File: config.mk
export PLATFORM = sky130hd
export DESIGN_NAME = aclk_core
export DESIGN_NICKNAME = d
export VERILOG_FILES = /design/src/rtl/aclk_core.sv
export SDC_FILE = /design/constraint.sdc
export NUM_CORES = 1
export LEC_CHECK = 0
export BUFFER_PORTS_ARGS = -buffer_cell sky130_fd_sc_hd__buf_2
export CAP_MARGIN = 40
export CORE_AREA = 2 2 72 74
export CTS_CLUSTER_SIZE = 8
export DETAILED_ROUTE_END_ITERATION = 10
export DIE_AREA = 0 0 74 76
export PLACE_DENSITY = 0.82
export REMOVE_ABC_BUFFERS = 1
export SLEW_MARGIN = 20
export SYNTH_ARGS = -nofsm -noshare
export SYNTH_HDL_FRONTEND = slang
export SYNTH_SLANG_ARGS = --single-unit
File: constraint.sdc
create_clock -name clk -period 3.6 [get_ports clk]
set_clock_uncertainty 0.15 [all_clocks]
set_input_delay 0.9 -clock clk [delete_from_list [all_inputs] [get_ports clk]]
set_output_delay 0.9 -clock clk [all_outputs]
set_load 0.005 [all_outputs]
File: src/rtl/aclk_core.sv
// Alarm clock core: 24 h BCD time-of-day counter with a prescaler on the
// input clock, loadable time and alarm registers, and a registered alarm flag.
module aclk_core #(
  parameter int unsigned TICKS_PER_SEC = 10
) (
  input  logic       clk,
  input  logic       reset_n,
  input  logic       reset,
  input  logic [1:0] H_in1,
  input  logic [3:0] H_in0,
  input  logic [3:0] M_in1,
  input  logic [3:0] M_in0,
  input  logic       LD_time,
  input  logic       LD_alarm,
  input  logic       STOP_al,
  input  logic       AL_ON,
  output logic       Alarm,
  output logic [1:0] H_out1,
  output logic [3:0] H_out0,
  output logic [3:0] M_out1,
  output logic [3:0] M_out0,
  output logic [3:0] S_out1,
  output logic [3:0] S_out0
);

  localparam int unsigned PreW = $clog2(TICKS_PER_SEC);
  localparam logic [PreW-1:0] PreMax = PreW'(TICKS_PER_SEC - 1);

  logic [PreW-1:0] pre_q, pre_d;
  logic [1:0] h1_q, h1_d;
  logic [3:0] h0_q, h0_d, m1_q, m1_d, m0_q, m0_d, s1_q, s1_d, s0_q, s0_d;
  logic [1:0] al_h1_q, al_h1_d;
  logic [3:0] al_h0_q, al_h0_d, al_m1_q, al_m1_d, al_m0_q, al_m0_d;
  logic       alarm_q, alarm_d;

  logic tick, in_valid, upd, match;

  assign tick = (pre_q == PreMax);

  // Hours above 23 are rejected, so H_in1 == 2 limits the units digit to 3.
  assign in_valid = (H_in1 <= 2'd2) && (H_in0 <= 4'd9) && (M_in1 <= 4'd5) &&
                    (M_in0 <= 4'd9) && !((H_in1 == 2'd2) && (H_in0 > 4'd3));

  // Next time-of-day: a valid load wins over the one-second tick.
  always_comb begin
    pre_d = pre_q + PreW'(1);
    h1_d  = h1_q;
    h0_d  = h0_q;
    m1_d  = m1_q;
    m0_d  = m0_q;
    s1_d  = s1_q;
    s0_d  = s0_q;
    upd   = 1'b0;
    if (LD_time && in_valid) begin
      upd   = 1'b1;
      pre_d = '0;
      h1_d  = H_in1;
      h0_d  = H_in0;
      m1_d  = M_in1;
      m0_d  = M_in0;
      s1_d  = 4'd0;
      s0_d  = 4'd0;
    end else if (tick) begin
      upd   = 1'b1;
      pre_d = '0;
      if (s0_q == 4'd9) begin
        s0_d = 4'd0;
        if (s1_q == 4'd5) begin
          s1_d = 4'd0;
          if (m0_q == 4'd9) begin
            m0_d = 4'd0;
            if (m1_q == 4'd5) begin
              m1_d = 4'd0;
              if ((h1_q == 2'd2) && (h0_q == 4'd3)) begin
                h1_d = 2'd0;
                h0_d = 4'd0;
              end else if (h0_q == 4'd9) begin
                h0_d = 4'd0;
                h1_d = h1_q + 2'd1;
              end else begin
                h0_d = h0_q + 4'd1;
              end
            end else begin
              m1_d = m1_q + 4'd1;
            end
          end else begin
            m0_d = m0_q + 4'd1;
          end
        end else begin
          s1_d = s1_q + 4'd1;
        end
      end else begin
        s0_d = s0_q + 4'd1;
      end
    end
  end

  // Alarm value and flag; the match uses next-state time against the current alarm.
  always_comb begin
    al_h1_d = al_h1_q;
    al_h0_d = al_h0_q;
    al_m1_d = al_m1_q;
    al_m0_d = al_m0_q;
    if (LD_alarm && in_valid) begin
      al_h1_d = H_in1;
      al_h0_d = H_in0;
      al_m1_d = M_in1;
      al_m0_d = M_in0;
    end
    match = upd && (h1_d == al_h1_q) && (h0_d == al_h0_q) && (m1_d == al_m1_q) &&
            (m0_d == al_m0_q) && (s1_d == 4'd0) && (s0_d == 4'd0);
    alarm_d = alarm_q;
    if (STOP_al || !AL_ON) begin
      alarm_d = 1'b0;
    end else if (match) begin
      alarm_d = 1'b1;
    end
  end

  // State registers; either reset input clears everything and masks loads.
  always_ff @(posedge clk) begin
    if (!reset_n || reset) begin
      pre_q   <= '0;
      h1_q    <= 2'd0;
      h0_q    <= 4'd0;
      m1_q    <= 4'd0;
      m0_q    <= 4'd0;
      s1_q    <= 4'd0;
      s0_q    <= 4'd0;
      al_h1_q <= 2'd0;
      al_h0_q <= 4'd0;
      al_m1_q <= 4'd0;
      al_m0_q <= 4'd0;
      alarm_q <= 1'b0;
    end else begin
      pre_q   <= pre_d;
      h1_q    <= h1_d;
      h0_q    <= h0_d;
      m1_q    <= m1_d;
      m0_q    <= m0_d;
      s1_q    <= s1_d;
      s0_q    <= s0_d;
      al_h1_q <= al_h1_d;
      al_h0_q <= al_h0_d;
      al_m1_q <= al_m1_d;
      al_m0_q <= al_m0_d;
      alarm_q <= alarm_d;
    end
  end

  assign Alarm  = alarm_q;
  assign H_out1 = h1_q;
  assign H_out0 = h0_q;
  assign M_out1 = m1_q;
  assign M_out0 = m0_q;
  assign S_out1 = s1_q;
  assign S_out0 = s0_q;

endmodule

==> results_tabular.tex <==
\begin{tabular}{lr}
\hline
Metric & Value \\
\hline
\multicolumn{2}{l}{\textbf{Outcome}} \\
\quad Status & complete, no violations \\
\multicolumn{2}{l}{\textbf{Placement}} \\
\quad Detailed-placement wirelength estimate & 4.14 mm \\
\quad Placed Cells incl. Taps & 389 \\
\quad Gp weighted congestion & 0.857 \\
\quad Placed cell area & 2660 um2 \\
\quad Port bufs & 43 \\
\multicolumn{2}{l}{\textbf{CTS}} \\
\quad Number of hold-repair buffers added at the cts stage & 0 \\
\quad Number of resized instances in the post-cts repair step & 0 \\
\quad Inserted Clock Buffers & 5 \\
\quad Count of H-tree levels built during CTS & 2 \\
\quad CTS Sinks & 41 \\
\quad Worst-path clk slew & 0.08 ns \\
\quad Max Root-Sink Buffers & 2 \\
\quad Clock root buffer & sky130\_fd\_sc\_hd\_\_clkbuf\_8 \\
\quad Clock Latency Late Sink & 0.29 ns \\
\quad Number of setup buffers added after CTS & 0 \\
\quad TritonCTS clock tree & yes \\
\multicolumn{2}{l}{\textbf{Timing}} \\
\quad Tmin final & 3.42 ns \\
\quad Number of slew-limit violations in the final report & 0 \\
\quad Relative max-transition margin & 71.6\% \\
\quad Actual transition at the worst max-transition pin & 0.426 ns \\
\quad Highest attainable clock frequency & 0.292 GHz \\
\quad Ratio of final minimum period to clock period & 95.0\% \\
\quad RSZ-0062 raised after global routing & no \\
\quad Final setup fails & 0 \\
\quad Final setup TNS & 0 ns \\
\quad Final Hold Fails & 0 \\
\multicolumn{2}{l}{\textbf{Global routing}} \\
\quad Via count of the first global-routing pass & 1963 \\
\quad Antenna violations before repair & 0 \\
\quad Pin count of the biggest net entering global routing & 20 \\
\quad Wire length of the first global-routing pass & 9.04 mm \\
\quad Gr ovfl total & 0 \\
\quad Overall fraction of global-route tracks in use & 20.5\% \\
\multicolumn{2}{l}{\textbf{Finish}} \\
\quad Most common cell after layout, fill and taps aside & sky130\_fd\_sc\_hd\_\_nor2\_1 \\
\quad Post-route insts no fill & 397 \\
\quad Fill cell count & 451 \\
\quad Post-layout nets & 354 \\
\quad Fraction of the core area covered by cells at the end of the flow & 55.8\% \\
\quad Synth-to-Final Area Change & 15.2\% \\
\quad Top library cells by usage in the layout, fill and taps aside & sky130\_fd\_sc\_hd\_\_nor2\_1 (45), sky130\_fd\_sc\_hd\_\_buf\_2 (43), sky130\_fd\_sc\_hd\_\_dfxtp\_1 (41) \\
\quad Storage cell area & 821 um2 \\
\quad Antenna Cells & 0 \\
\quad Area of the multi-input gates & 1440 um2 \\
\quad Proportion of layout cells with a drive suffix above 1 & 21.1\% \\
\quad Design area & 2740 um2 \\
\multicolumn{2}{l}{\textbf{Synth}} \\
\quad Average footprint of a synthesized cell & 8.53 um2 \\
\quad Combined area of all synthesized cells & 2380 um2 \\
\quad Total number of yosys warnings & 0 \\
\quad Mapped Cells & 279 \\
\quad Area share of the leading cell type in the synthesized netlist & 34.5\% \\
\quad Yosys top cell by area & sky130\_fd\_sc\_hd\_\_dfxtp\_1 \\
\quad Most used flip-flop cell after synthesis & sky130\_fd\_sc\_hd\_\_dfxtp\_1 \\
\quad Portion of the post-synthesis area used by sequential elements & 34.5\% \\
\quad Async set or reset register ratio after synthesis & 0\% \\
\quad Library cells used by synthesis & 54 \\
\quad Post-synthesis register bit count & 41 \\
\quad Number of enable-type register cells in the synthesized netlist & 0 \\
\quad Top area cells in the synthesized netlist & sky130\_fd\_sc\_hd\_\_dfxtp\_1 (35\%), sky130\_fd\_sc\_hd\_\_mux2i\_1 (7.2\%), sky130\_fd\_sc\_hd\_\_nor2\_1 (7.1\%), sky130\_fd\_sc\_hd\_\_xnor2\_1 (5.9\%), sky130\_fd\_sc\_hd\_\_ha\_1 (3.7\%) \\
\multicolumn{2}{l}{\textbf{Setup path}} \\
\quad Type of element launching the critical path & flop \\
\quad CP max FO & 16 \\
\quad Type of destination of the critical path & flop \\
\quad Delay of the slowest cell on the worst path & 0.61 ns \\
\quad Worst setup path class & reg2reg \\
\quad Critical Path, Cell by Cell & or4bb\_1 > or4\_4 > or3b\_2 > a31oi\_1 > xnor2\_1 > o2111a\_1 > or4b\_1 > o21ai\_1 \\
\quad Worst Path Arrival & 3.51 ns \\
\quad Required time at the worst-slack endpoint & 3.69 ns \\
\quad Slack of the worst reg-to-reg path & 0.18 ns \\
\quad Standard cell with the maximum stage delay on the critical path & sky130\_fd\_sc\_hd\_\_or4\_4 \\
\multicolumn{2}{l}{\textbf{Pwr}} \\
\quad Combinational share of power & 8.8\% \\
\quad Pwr Density & 303 nW/um2 \\
\quad P\_leak & 1.05 nW \\
\quad Maximum ir drop on the vdd rail & 0.226 mV \\
\quad Share of total power in sequential cells & 55.6\% \\
\quad Int Pwr & 627 uW \\
\quad Clock share of power & 35.5\% \\
\quad Switching part of the total & 24.4\% \\
\quad Net Switching & 202 uW \\
\multicolumn{2}{l}{\textbf{Hold path}} \\
\quad Hold crit path type & reg2reg \\
\multicolumn{2}{l}{\textbf{Routing}} \\
\quad Routed Wire Length & 5.45 mm \\
\quad Number of vias per cell & 5.37 \\
\quad Number of design rule violations left after detail routing & 0 \\
\quad First-pass DRT Iterations & 4 \\
\quad Detailed-route wire length per cell & 13.7 um \\
\quad Starting DRT DRC Count & 122 \\
\quad Vias after detailed routing & 2131 \\
\quad Remaining number of nets flagged by the antenna check after routing & 0 \\
\multicolumn{2}{l}{\textbf{Floorplan}} \\
\quad Total core area & 4910 um2 \\
\quad Y dimension of the die & 76 um \\
\quad Ports placed on the boundary & 44 \\
\quad Number of cell rows & 26 \\
\quad Die area & 5620 um2 \\
\quad Starting utilization of the core area & 48.4\% \\
\quad Horizontal die dimension & 74 um \\
\multicolumn{2}{l}{\textbf{Job}} \\
\quad Number of max-capacitance violations reported & 0 \\
\hline
\end{tabular}
worst paths after layout:
kind / startpoint / end / depth (start not counted)
hold / removal: Alarm / Alarm / 2
hold reg to reg: Alarm / Alarm / 2
setup / recovery: M_out0[3] / Alarm / 8
setup reg to reg: M_out0[3] / Alarm / 8
synthesized netlist by cell type (3+ instances only):
library cell and instances:
sky130_fd_sc_hd__nand2_1 18, sky130_fd_sc_hd__nand4_1 4, sky130_fd_sc_hd__buf_6 4, sky130_fd_sc_hd__ha_1 7, sky130_fd_sc_hd__a21oi_1 12, sky130_fd_sc_hd__mux2i_1 17, sky130_fd_sc_hd__and2_1 7, sky130_fd_sc_hd__nand3_1 5
sky130_fd_sc_hd__xor2_1 6, sky130_fd_sc_hd__xnor2_1 16, sky130_fd_sc_hd__nand2b_1 3, sky130_fd_sc_hd__nor2b_1 3, sky130_fd_sc_hd__nor3_1 12, sky130_fd_sc_hd__dfxtp_1 41, sky130_fd_sc_hd__clkbuf_1 6, sky130_fd_sc_hd__nor3b_1 3
sky130_fd_sc_hd__a211oi_1 3, sky130_fd_sc_hd__nor2_1 45, sky130_fd_sc_hd__a31oi_1 7, sky130_fd_sc_hd__o21ai_0 10, sky130_fd_sc_hd__inv_1 9
cell type report:
type                    count  area share (%)
well taps                  70            3.20
clock buffers               8            2.92
flip-flops and latches     41            30.0
inverters                   9            1.23
multi-input cells         218            52.6
repair buffers             51            10.0
metrics by stage:
| stage | power (mW) | setup WS (ns) | hold slack, ns |
|---|---|---|---|
| finish | 0.829 | 0.180 | 0.321 |
| global route | 0.860 | 0.0313 | 0.333 |
| CTS | 0.833 | 0.184 | 0.323 |
| detailed placement | 0.544 | 0.210 | 0.312 |
| global placement | 0.543 | 0.267 | 0.303 |
| floorplan | 0.509 | 0.380 | 0.281 |
sequential cells by signal, summed over array words and instances (netlist names):
signal	flops
S_out0	4
al_h1_q	2
S_out1	4
M_out1	4
al_h0_q	4
H_out1	2
Alarm	1
pre_q	4
H_out0	4
M_out0	4
al_m0_q	4
al_m1_q	4
critical path, delay by kind of cell, from the launching register on:
family,cells,cell delay (ns)
compound gates,3,0.59
xor+xnor,1,0.19
flops,1,0.39
simple gates,4,2.03
per-layer routing:
metal  vias to the layer above  GRT usage (%)  wire (um)
li1                       1075              -          -
met1                      1003           24.6       2380
met2                        47           35.5       2770
met3                         6           5.42        236
met4                         0           4.91         60
met5                         -              0          0
cells by family (layout without fill, tap and decap cells):
kind of cell | Yosys count | in the layout | synth area share, %
DFF | 41 | 41 | 34.5
and+or+nand+nor | 123 | 123 | 28.3
muxes | 19 | 19 | 8.10
AOI/OAI and AO/OA | 47 | 47 | 12.5
buffers and inverters | 20 | 68 | 4.84
xor gates and xnor gates | 22 | 22 | 8.10
adders and majority gates | 7 | 7 | 3.68
power groups by stage:
stage | logic [mW] | registers [mW] | clock network, mW
6_report | 0.0732 | 0.461 | 0.295
5_1_grt | 0.0800 | 0.462 | 0.319
4_1_cts | 0.0728 | 0.461 | 0.299
3_5_place_dp | 0.0724 | 0.472 | 0
3_3_place_gp | 0.0715 | 0.472 | 0
2_1_floorplan | 0.0379 | 0.471 | 0
Note: power is estimated with default switching activity, not from simulation.
